**src/rtl/pipeline_stall_ctrl.sv**
```systemverilog
// -----------------------------------------------------------------------------
// pipeline_stall_ctrl
//
// Central stall/flush sequencer for a 5-stage RISC-V pipeline. It merges three
// hazard sources into the pipeline-register enables:
//   * load-use hazards between the ID and EX instructions,
//   * taken-branch flushes resolved in EX,
//   * multi-cycle data-memory wait states reported by MEM.
// The control outputs are combinational from the current state and the inputs,
// so a stall takes effect in the same cycle. The FSM state, the wait counter,
// the sticky timeout flag and the saturating performance counters are all
// registered.
//
// Ports
//   clk           in   1       rising-edge clock
//   rst           in   1       synchronous active-high reset
//   instr_id      in   32      ID instruction (rs1=[19:15], rs2=[24:20])
//   id_uses_rs2   in   1       ID instruction reads rs2
//   ex_rd         in   REG_AW  destination register of the EX instruction
//   ex_memread    in   1       EX instruction is a load
//   branch_taken  in   1       EX resolved a taken branch/jump
//   mem_req       in   1       MEM stage issues a data-memory access
//   mem_ready     in   1       data memory completes the access this cycle
//   pc_write      out  1       PC load enable
//   ifid_write    out  1       IF/ID load enable
//   ifid_flush    out  1       IF/ID cleared to NOP on the next edge
//   idex_bubble   out  1       ID/EX loads a NOP
//   exmem_hold    out  1       EX/MEM and MEM/WB hold their contents
//   mem_timeout   out  1       sticky: memory wait exceeded MAX_MEM_WAIT
//   stall_cycles  out  CNT_W   cycles with pc_write=0 (saturating)
//   flush_count   out  CNT_W   branch flushes issued (saturating)
// -----------------------------------------------------------------------------
module pipeline_stall_ctrl #(
  parameter int REG_AW       = 5,
  parameter int MAX_MEM_WAIT = 15,
  parameter int CNT_W        = 16
) (
  input  logic              clk,
  input  logic              rst,
  input  logic [31:0]       instr_id,
  input  logic              id_uses_rs2,
  input  logic [REG_AW-1:0] ex_rd,
  input  logic              ex_memread,
  input  logic              branch_taken,
  input  logic              mem_req,
  input  logic              mem_ready,
  output logic              pc_write,
  output logic              ifid_write,
  output logic              ifid_flush,
  output logic              idex_bubble,
  output logic              exmem_hold,
  output logic              mem_timeout,
  output logic [CNT_W-1:0]  stall_cycles,
  output logic [CNT_W-1:0]  flush_count
);

  // Wide enough to hold MAX_MEM_WAIT itself.
  localparam int WAIT_W = (MAX_MEM_WAIT < 1) ? 1 : $clog2(MAX_MEM_WAIT + 1);
  localparam logic [WAIT_W-1:0] WAIT_LIMIT = WAIT_W'(MAX_MEM_WAIT);
  localparam logic [CNT_W-1:0]  CNT_MAX    = {CNT_W{1'b1}};

  typedef enum logic [1:0] {
    ST_RUN      = 2'd0,
    ST_MEM_WAIT = 2'd1,
    ST_ERROR    = 2'd2
  } state_t;

  state_t state_reg, state_next;

  logic [WAIT_W-1:0] wait_cnt_reg, wait_cnt_next;
  logic              mem_timeout_reg, mem_timeout_next;
  logic [CNT_W-1:0]  stall_cycles_reg, stall_cycles_next;
  logic [CNT_W-1:0]  flush_count_reg, flush_count_next;

  // ---------------------------------------------------------------------------
  // Hazard decode
  // ---------------------------------------------------------------------------
  logic [REG_AW-1:0] id_rs1;
  logic [REG_AW-1:0] id_rs2;
  logic              load_use;
  logic              mem_miss;

  assign id_rs1 = instr_id[15 +: REG_AW];
  assign id_rs2 = instr_id[20 +: REG_AW];

  // x0 is hard-wired to zero, so a load targeting it never creates a hazard.
  assign load_use = ex_memread && (ex_rd != '0) &&
                    ((ex_rd == id_rs1) || (id_uses_rs2 && (ex_rd == id_rs2)));

  assign mem_miss = mem_req && !mem_ready;

  // ---------------------------------------------------------------------------
  // Freeze decision: the whole pipeline stops while memory is outstanding.
  // In MEM_WAIT the EX inputs are frozen, so any branch_taken seen there is
  // simply the same branch waiting to be acted on at the release cycle.
  // ---------------------------------------------------------------------------
  logic freeze;

  always_comb begin
    freeze = 1'b0;
    case (state_reg)
      ST_RUN:      freeze = mem_miss;
      ST_MEM_WAIT: freeze = !mem_ready;
      ST_ERROR:    freeze = 1'b1;
      default:     freeze = 1'b1;
    endcase
  end

  // ---------------------------------------------------------------------------
  // FSM: state register
  // ---------------------------------------------------------------------------
  always_ff @(posedge clk) begin
    if (rst) begin
      state_reg <= ST_RUN;
    end else begin
      state_reg <= state_next;
    end
  end

  // ---------------------------------------------------------------------------
  // FSM: next-state logic (also wait counter and timeout flag)
  // ---------------------------------------------------------------------------
  always_comb begin
    state_next       = state_reg;
    wait_cnt_next    = wait_cnt_reg;
    mem_timeout_next = mem_timeout_reg;
    case (state_reg)
      ST_RUN: begin
        if (mem_miss) begin
          // The first stalled cycle counts as wait cycle number one.
          state_next    = ST_MEM_WAIT;
          wait_cnt_next = WAIT_W'(1);
        end
      end
      ST_MEM_WAIT: begin
        if (mem_ready) begin
          state_next    = ST_RUN;
          wait_cnt_next = '0;
        end else if (wait_cnt_reg < WAIT_LIMIT) begin
          wait_cnt_next = wait_cnt_reg + WAIT_W'(1);
        end else begin
          state_next       = ST_ERROR;
          mem_timeout_next = 1'b1;
        end
      end
      ST_ERROR: begin
        // Only reset leaves this state.
        state_next = ST_ERROR;
      end
      default: begin
        state_next    = ST_RUN;
        wait_cnt_next = '0;
      end
    endcase
  end

  // ---------------------------------------------------------------------------
  // FSM: output logic
  // ---------------------------------------------------------------------------
  logic branch_flush;

  always_comb begin
    pc_write     = 1'b1;
    ifid_write   = 1'b1;
    ifid_flush   = 1'b0;
    idex_bubble  = 1'b0;
    exmem_hold   = 1'b0;
    branch_flush = 1'b0;
    if (rst) begin
      // Hold fetch and fill the front of the pipe with NOPs.
      pc_write    = 1'b0;
      ifid_write  = 1'b0;
      ifid_flush  = 1'b1;
      idex_bubble = 1'b1;
    end else if (freeze) begin
      pc_write   = 1'b0;
      ifid_write = 1'b0;
      exmem_hold = 1'b1;
    end else if (branch_taken) begin
      // The ID instruction is wrong-path, so a coincident load-use is moot.
      ifid_flush   = 1'b1;
      idex_bubble  = 1'b1;
      branch_flush = 1'b1;
    end else if (load_use) begin
      // One cycle is enough: the load moves on to MEM at the next edge.
      pc_write    = 1'b0;
      ifid_write  = 1'b0;
      idex_bubble = 1'b1;
    end
  end

  // ---------------------------------------------------------------------------
  // Performance counters (saturating, never wrap)
  // ---------------------------------------------------------------------------
  always_comb begin
    stall_cycles_next = stall_cycles_reg;
    flush_count_next  = flush_count_reg;
    if (!pc_write && (stall_cycles_reg != CNT_MAX)) begin
      stall_cycles_next = stall_cycles_reg + CNT_W'(1);
    end
    if (branch_flush && (flush_count_reg != CNT_MAX)) begin
      flush_count_next = flush_count_reg + CNT_W'(1);
    end
  end

  always_ff @(posedge clk) begin
    if (rst) begin
      wait_cnt_reg     <= '0;
      mem_timeout_reg  <= 1'b0;
      stall_cycles_reg <= '0;
      flush_count_reg  <= '0;
    end else begin
      wait_cnt_reg     <= wait_cnt_next;
      mem_timeout_reg  <= mem_timeout_next;
      stall_cycles_reg <= stall_cycles_next;
      flush_count_reg  <= flush_count_next;
    end
  end

  assign mem_timeout  = mem_timeout_reg;
  assign stall_cycles = stall_cycles_reg;
  assign flush_count  = flush_count_reg;

endmodule

```
**config.mk**
```make
export PLATFORM = sky130hd
export DESIGN_NAME = pipeline_stall_ctrl
export DESIGN_NICKNAME = d
export VERILOG_FILES = /design/src/rtl/pipeline_stall_ctrl.sv
export SDC_FILE = /design/constraint.sdc
export NUM_CORES = 1
export LEC_CHECK = 0
export ABC_AREA = 1
export CAP_MARGIN = 20
export CORE_UTILIZATION = 50
export DETAILED_ROUTE_END_ITERATION = 16
export PLACE_DENSITY = 0.86
export SETUP_SLACK_MARGIN = 0.4
export SLEW_MARGIN = 5
export SYNTH_ARGS = -nofsm -noshare
export SYNTH_HDL_FRONTEND = slang
export SYNTH_SLANG_ARGS = --single-unit
```
**constraint.sdc**
```tcl
create_clock -name clk -period 2.61 [get_ports clk]
set_clock_uncertainty 0.1 [all_clocks]
set_input_delay 0.3915 -clock clk [delete_from_list [all_inputs] [get_ports clk]]
set_output_delay 0.3915 -clock clk [all_outputs]
set_load 0.1 [all_outputs]
```
# Word-level counts from Yosys, hierarchy flattened
# Index checks and enable logic that the tools add are counted.
# word_totals
ff_bits	39
latchBits	0
ramBits	0
rom_bits	0
input_bits	44
out_inout_bits	38
word_cells	58
memories	0
# op_classes
add_sub_neg	3
mul	0
n_div	0
magnitude_cmp	1
n_eq_ne	9
n_shift	0
muxes	23
bitwise	3
reduce_logical	14
# ops
op	n
$add 16x1->16 const B	2
$ne 16x16->1 const B	2
$mux 1	14
$mux 4	3
$pmux 4 s3	1
$eq 5x5->1	2
$logic_and 1x1->1	6
$mux 2	3
$ne 3x3->1 const B	2
$pmux 2 s3	1
$reduce_and 3->1	2
$reduce_bool 5->1	1
$add 4x1->4 const B	1
$lt 4x4->1 const B	1
$not 1->1	3
$eq 2x1->1 const B	1
$eq 2x2->1 const B	1
$logic_not 1->1	2
$logic_not 2->1	1
$ne 2x2->1 const B	1
$pmux 1 s2	1
$reduce_and 2->1	1
$logic_or 1x1->1	1

# Logic depth before layout (Yosys ltp)
# depth
depth_word	10
depth_mapped	13
ltp_nobuf	12

# Worst setup path before layout
# Ideal clock, no wire load.
# synth_path
path_type	in2out
from	input mem_ready
to	output idex_bubble
t_arrival_ns	3.567
setup_slack_ns	-1.449
path_stages	7
path_buffers	0
cell_sequence	inv_2 > nand2_1 > nand2_1 > o21ai_4 > inv_2 > o21ai_0 > a31o_2
# synth_via
elab_chain_len	5
# synth_rtl
item	line	rtl
from (decl)	46	input logic mem_ready,
$logic_not 1->1 (*)	90, 103	
$logic_and 1x1->1	90	assign mem_miss = mem_req && !mem_ready;
$pmux 1 s2 (*)	101	case (state_reg)
$mux 1 (*)	175	end else if (freeze) begin
$mux 1 (*)	169	if (rst) begin
to (decl)	50	output logic idex_bubble,
# Mark *: on every way between the ends. The rest lies on a longest branch, timed or not.

# Final worst setup path
# layout_path
from	register state_reg[0]
to	output idex_bubble
# layout_via
elab_chain_len	4
word_cells_on_any_way	5
classes_between	1 x eq/ne; 3 x mux; 1 x reduce/logical
# layout_rtl
item	line	rtl
from (decl)	68	state_t state_reg, state_next;
from (signal assigned)	116	state_reg <= state_next;
$eq 2x1->1 or $logic_not 2->1 (tied branches)	101	
$pmux 1 s2 (*)	101	
$mux 1 (*)	175	
$mux 1 (*)	169	
# Marks and branches as above.

==> metrics.csv <==
metric;value;unit
grt_pass1_vias;2325;
synth-seq-area-share;31.7;%
p_seq_share;39.8;%
hold_class;input port to flip-flop;
internal-power;1.05;mW
worstSetupStartpoint;state_reg[0]$_SDFFE_PP0P_;
grt_usage;23.2;%
cts_num_sinks;39;
reg2reg_from;state_reg[0]$_SDFFE_PP0P_;
synth_edf_count;0;
maxCapViolations;0;
die_h;72.1;um
firstDrtPassIters;4;
arrival;1.61;ns
period_minus_slack;2.10;ns
clk_pin_slew;0.08;ns
yosysMostFrequentCell;nand2_1;
drt_wl_total;5440;um
synth_top_area_cell;dfxtp_1;
cts_root_buffer;clkbuf_8;
synthTopCellsByArea;dfxtp_1, nand2_1, nor2_1;
p_comb_share;29.6;%
port-buffer-count;59;
cp.required;2.12;ns
p_per_area;512;nW/um2
grt.overflow.total;0;
initial_core_util;52.1;%
critPathCaptureType;output pin;
ctsHoldBuffers;0;
cp-start-kind;flip-flop;
synthCells;374;
drc_errors;0;
rsz0062_at_grt;no;
grt_pass1_wl;9780;um
setup_viol;0;
synth_common_cells;nand2_1, nor2_1, dfxtp_1;
drtAntennaViolNets;0;
cts.path.max_buffers;2;
slew_headroom;81.6;%
switchingPower;0.610;mW
crit_type;flip-flop to output pin;
netlist.area_leader.share;31.7;%
drv_slew;0;
yosysWarnings;0;
routabilityCongestion;0.891;
hold_viol;0;
placed_area;3120;um2
diodes;0;
drive_above_1_share;25.8;%
crit_slowest_cell;dfxtp_1;
dieArea;5200;um2
path_max_fanout;5;
cpMostUsedCell;o21ai_4;
crit_buf_inv;2;
p_leak;1.49;nW
syn_avg_cell_area;6.58;um2
hold_start;mem_req;
tns;0;ns
cts_tree;yes;
cp_cell_sequence;nor2_1, nand2_2, o21ai_4, inv_2, o21ai_4, a31o_4, buf_12;
io_pins;82;
synth_cell_types;34;
drt_iter0_drc;135;
status;completed;
avgViaCountPerCell;4.95;
wl_per_cell;10.8;um
dpl.hpwl;4150;um
ys.flop_type;dfxtp_1;
final_nets;484;
grt_max_degree;24;
core-area;4720;um2
die_width;72.1;um
vias;2498;
synth_fp_nets;421;
timing.fmax;476;MHz
fin_area;3250;um2
ctsHtreeMaxLevel;2;
antenna_found_initial;0;
period_share;80.4;%
syn_to_final_growth;31.9;%
async_flop_share;0;%
clock_latency;0.30;ns
switching_share;36.8;%
syn-cell-area;2460;um2
worst_pin_slew;0.274;ns
p_clk_share;30.7;%
vdd_drop_max;0.000361;V
ys_ff_latch;39;
numCtsBuffers;5;
rows;25;
cpPeakStageDelay;0.36;ns
path_delay_family;compound AO/OA/AOI/OAI gates;
## cell usage in the layout, fill, tap and decap left out, types with 2 or more instances in the layout
| master | count |
|---|---|
| and3_1 | 2 |
| clkbuf_8 | 5 |
| nand3_1 | 20 |
| clkdlybuf4s50_1 | 3 |
| dfxtp_2 | 14 |
| a21oi_1 | 21 |
| nand2_2 | 11 |
| xor2_1 | 15 |
| nor4_1 | 2 |
| o21ai_0 | 8 |
| nand4_1 | 7 |
| nor2_1 | 64 |
| nand2_1 | 86 |
| buf_4 | 40 |
| dlygate4sd2_1 | 11 |
| nor2_2 | 5 |
| buf_12 | 5 |
| inv_2 | 8 |
| nand3_2 | 3 |
| nor2_4 | 2 |
| ha_1 | 3 |
| dlymetal6s2s_1 | 3 |
| nor3_1 | 6 |
| clkbuf_2 | 2 |
| nand2_4 | 2 |
| a21oi_2 | 6 |
| o21ai_4 | 2 |
| nand3b_1 | 4 |
| dfxtp_1 | 25 |
| clkdlybuf4s15_1 | 2 |
| xnor2_1 | 7 |
| inv_1 | 33 |
## cells by family (layout without fill, tap and decap cells)
logic type,Yosys count,in the layout,synth area share (%)
buf+inv,54,118,9.82
simple gates,216,216,39.4
fa+ha+maj,3,3,1.53
compound gates,40,40,9.72
flops,39,39,31.7
xor+xnor,22,22,7.83
## power groups by stage
stage | Sequential, mW | Combinational [mW] | Clock [mW]
finish | 0.660 | 0.491 | 0.509
global route | 0.665 | 0.524 | 0.550
CTS | 0.660 | 0.494 | 0.520
detailed placement | 0.674 | 0.493 | 0
global placement | 0.672 | 0.485 | 0
floorplan | 0.839 | 0.203 | 0
## through the flow
step | power, mW | hold WS (ns) | worst slack [ns] | util (%) | std cells
after global routing | 1.74 | 0.309 | 0.394 | 68.7 | 505
after CTS | 1.67 | 0.368 | 0.400 | 68.6 | 505
after detailed placement | 1.17 | 0.355 | 0.109 | 66.0 | 495
after global placement | 1.16 | 0.349 | 0.115 | 66.0 | 495
after floorplan | 1.04 | 0.362 | 0.248 | - | 374
final | 1.66 | 0.300 | 0.510 | 68.7 | 505
## repair_timing
| action | CTS | global route |
|---|---|---|
| pin swaps | 11 | 4 |
| buffers inserted | 2 | 0 |
| endpoints found under the setup margin | 3 | 3 |
| resized for setup | 18 | 10 |
## cell type report
type	count	area [um2]
clock inverters	3	43.8
well taps	67	83.8
fillers	419	1480
repair buffers	66	594
multi-input cells	281	1470
inverters	44	184
flip-flops and latches	39	798
clock buffers	5	68.8
## worst reg2reg max path: cells and delay by family, from the launching register on
family,cells,cell delay [ns]
simple gates,7,0.89
flops,1,0.36
buf+inv,2,0.38
compound gates,1,0.08
## worst paths after layout
check,to,slack (ns),cells past startpoint
setup / recovery,idex_bubble,0.51,7
hold / removal,state_reg[0]$_SDFFE_PP0P_,0.30,3
setup reg to reg,flush_count[9]$_SDFFE_PP0P_,0.68,10
hold reg to reg,flush_count[0]$_SDFFE_PP0P_,0.37,1
## metal layers
| layer | wire [um] | GRT usage [%] |
|---|---|---|
| met1 | 2520 | 28.1 |
| met2 | 2660 | 39.9 |
| met3 | 180 | 4.31 |
| met4 | 77 | 10.7 |
| met5 | 0 | 0 |
Note: power is estimated with default switching activity, not from simulation.
==> edit: new RTL, same settings <==
Re-encode `state_t` (3 states) as one-hot, 3 bits wide.
--- a/src/rtl/pipeline_stall_ctrl.sv
+++ b/src/rtl/pipeline_stall_ctrl.sv
@@ -61,6 +61,6 @@
 
-  typedef enum logic [1:0] {
-    ST_RUN      = 2'd0,
-    ST_MEM_WAIT = 2'd1,
-    ST_ERROR    = 2'd2
+  typedef enum logic [2:0] {
+    ST_RUN      = 3'b001,
+    ST_MEM_WAIT = 3'b010,
+    ST_ERROR    = 3'b100
   } state_t;
Formal check against the unedited RTL: same outputs for any inputs over 10 cycles, from zero or initial values and one cycle with rst high; not proved beyond that.
==> edit against the original RTL <==
Sequential share of layout area increased by 0.56 points; combinational power increased by 24%; wire length increased by 5.7%; cell area increased by 0.54%; setup slack got worse by 36 ps; clock power decreased by 11%; fmax decreased by 1.7%; largest power group unchanged; critical endpoint is now ifid_write; sequential cell count increased by 1; via count increased by 4.5%; first-iteration DRC count increased by 79%; sequential power increased by 3%; power increased by 4.9%; count of clock-buffer cells in the layout increased by 1; area after synthesis increased by 1.4%.
==> edit: results (changes against the original RTL) <==
largest net degree at the start of global routing 31 (+29%); fillcell total 425 (+1.4%); Place WS 122 ps (+12.7 ps); Max stage delay on crit path 470 ps (+110 ps); reg-to-reg slack, setup 810 ps (+130 ps); Synth top cells by count 95 x nand2_1, 70 x nor2_1, 52 x inv_1; grt met2 use 39.8% (-0.10 points); hold path start mem_timeout; Synth Area in Compound Gates 7.97% (-1.7 points); R2R depth 9 (-1); outcome finished, final reports clean; Setup crit start mem_ready; sequential share of the synthesized area 32.1% (+0.36 points); GP Congestion 0.861 (-3.3%); drt pass-1 iters 5 (+1); Avg WL per Cell 11.0 µm (+2.2%); leakage 1.53 nW (+2.9%); Hold Path Cell Cnt 2 (-1); syn nets 439 (+4.3%); met1 usage 26.7% (-1.4 points); Hold Path Class reg2reg; synth top area cells dfxtp_1 32%, nand2_1 14%, nor2_1 11%; met3 WL 300 µm (+67%); post-cts resize count 15 (-3); Mapped Cells 392 (+4.8%); r2r startpoint flush_count[0]; Final Cycle Share 81.8% (+1.4 points); global-route wire length before repair 9.54 mm (-2.5%); xor and xnor area share after synthesis 4.91% (-2.9 points)
[edit: cell count changes in the layout (fill, tap and decap cells not counted), sizes merged, moves of 2 or more]
cell      change
nand3        +13
inv          +12
nor2          +4
xnor2         -4
xor2          -4
buf           -3
nor3b         +3
and3          -2
clkbuf        +2
clkinvlp      +2
nand3b        -2
nor3          +2
nor4          -2
or2           +2
[edit: layout make-up]
type | instances | area, µm² | share of cell area [%]
clock buffers | 6 | 82.6 | 2.53
multi-input cells | 287 | 1460 | 44.7
clock inverters | 2 | 15.0 | 0.460
repair buffers | 63 | 568 | 17.4
well taps | 67 | 83.8 | 2.57
inverters | 57 | 235 | 7.21
flip-flops and latches | 40 | 821 | 25.2
[edit: power by group]
| part | switching, mW | internal [mW] |
|---|---|---|
| logic | 0.431 | 0.180 |
| clock network | 0.239 | 0.214 |
| registers | 0.0351 | 0.643 |
| total | 0.705 | 1.04 |
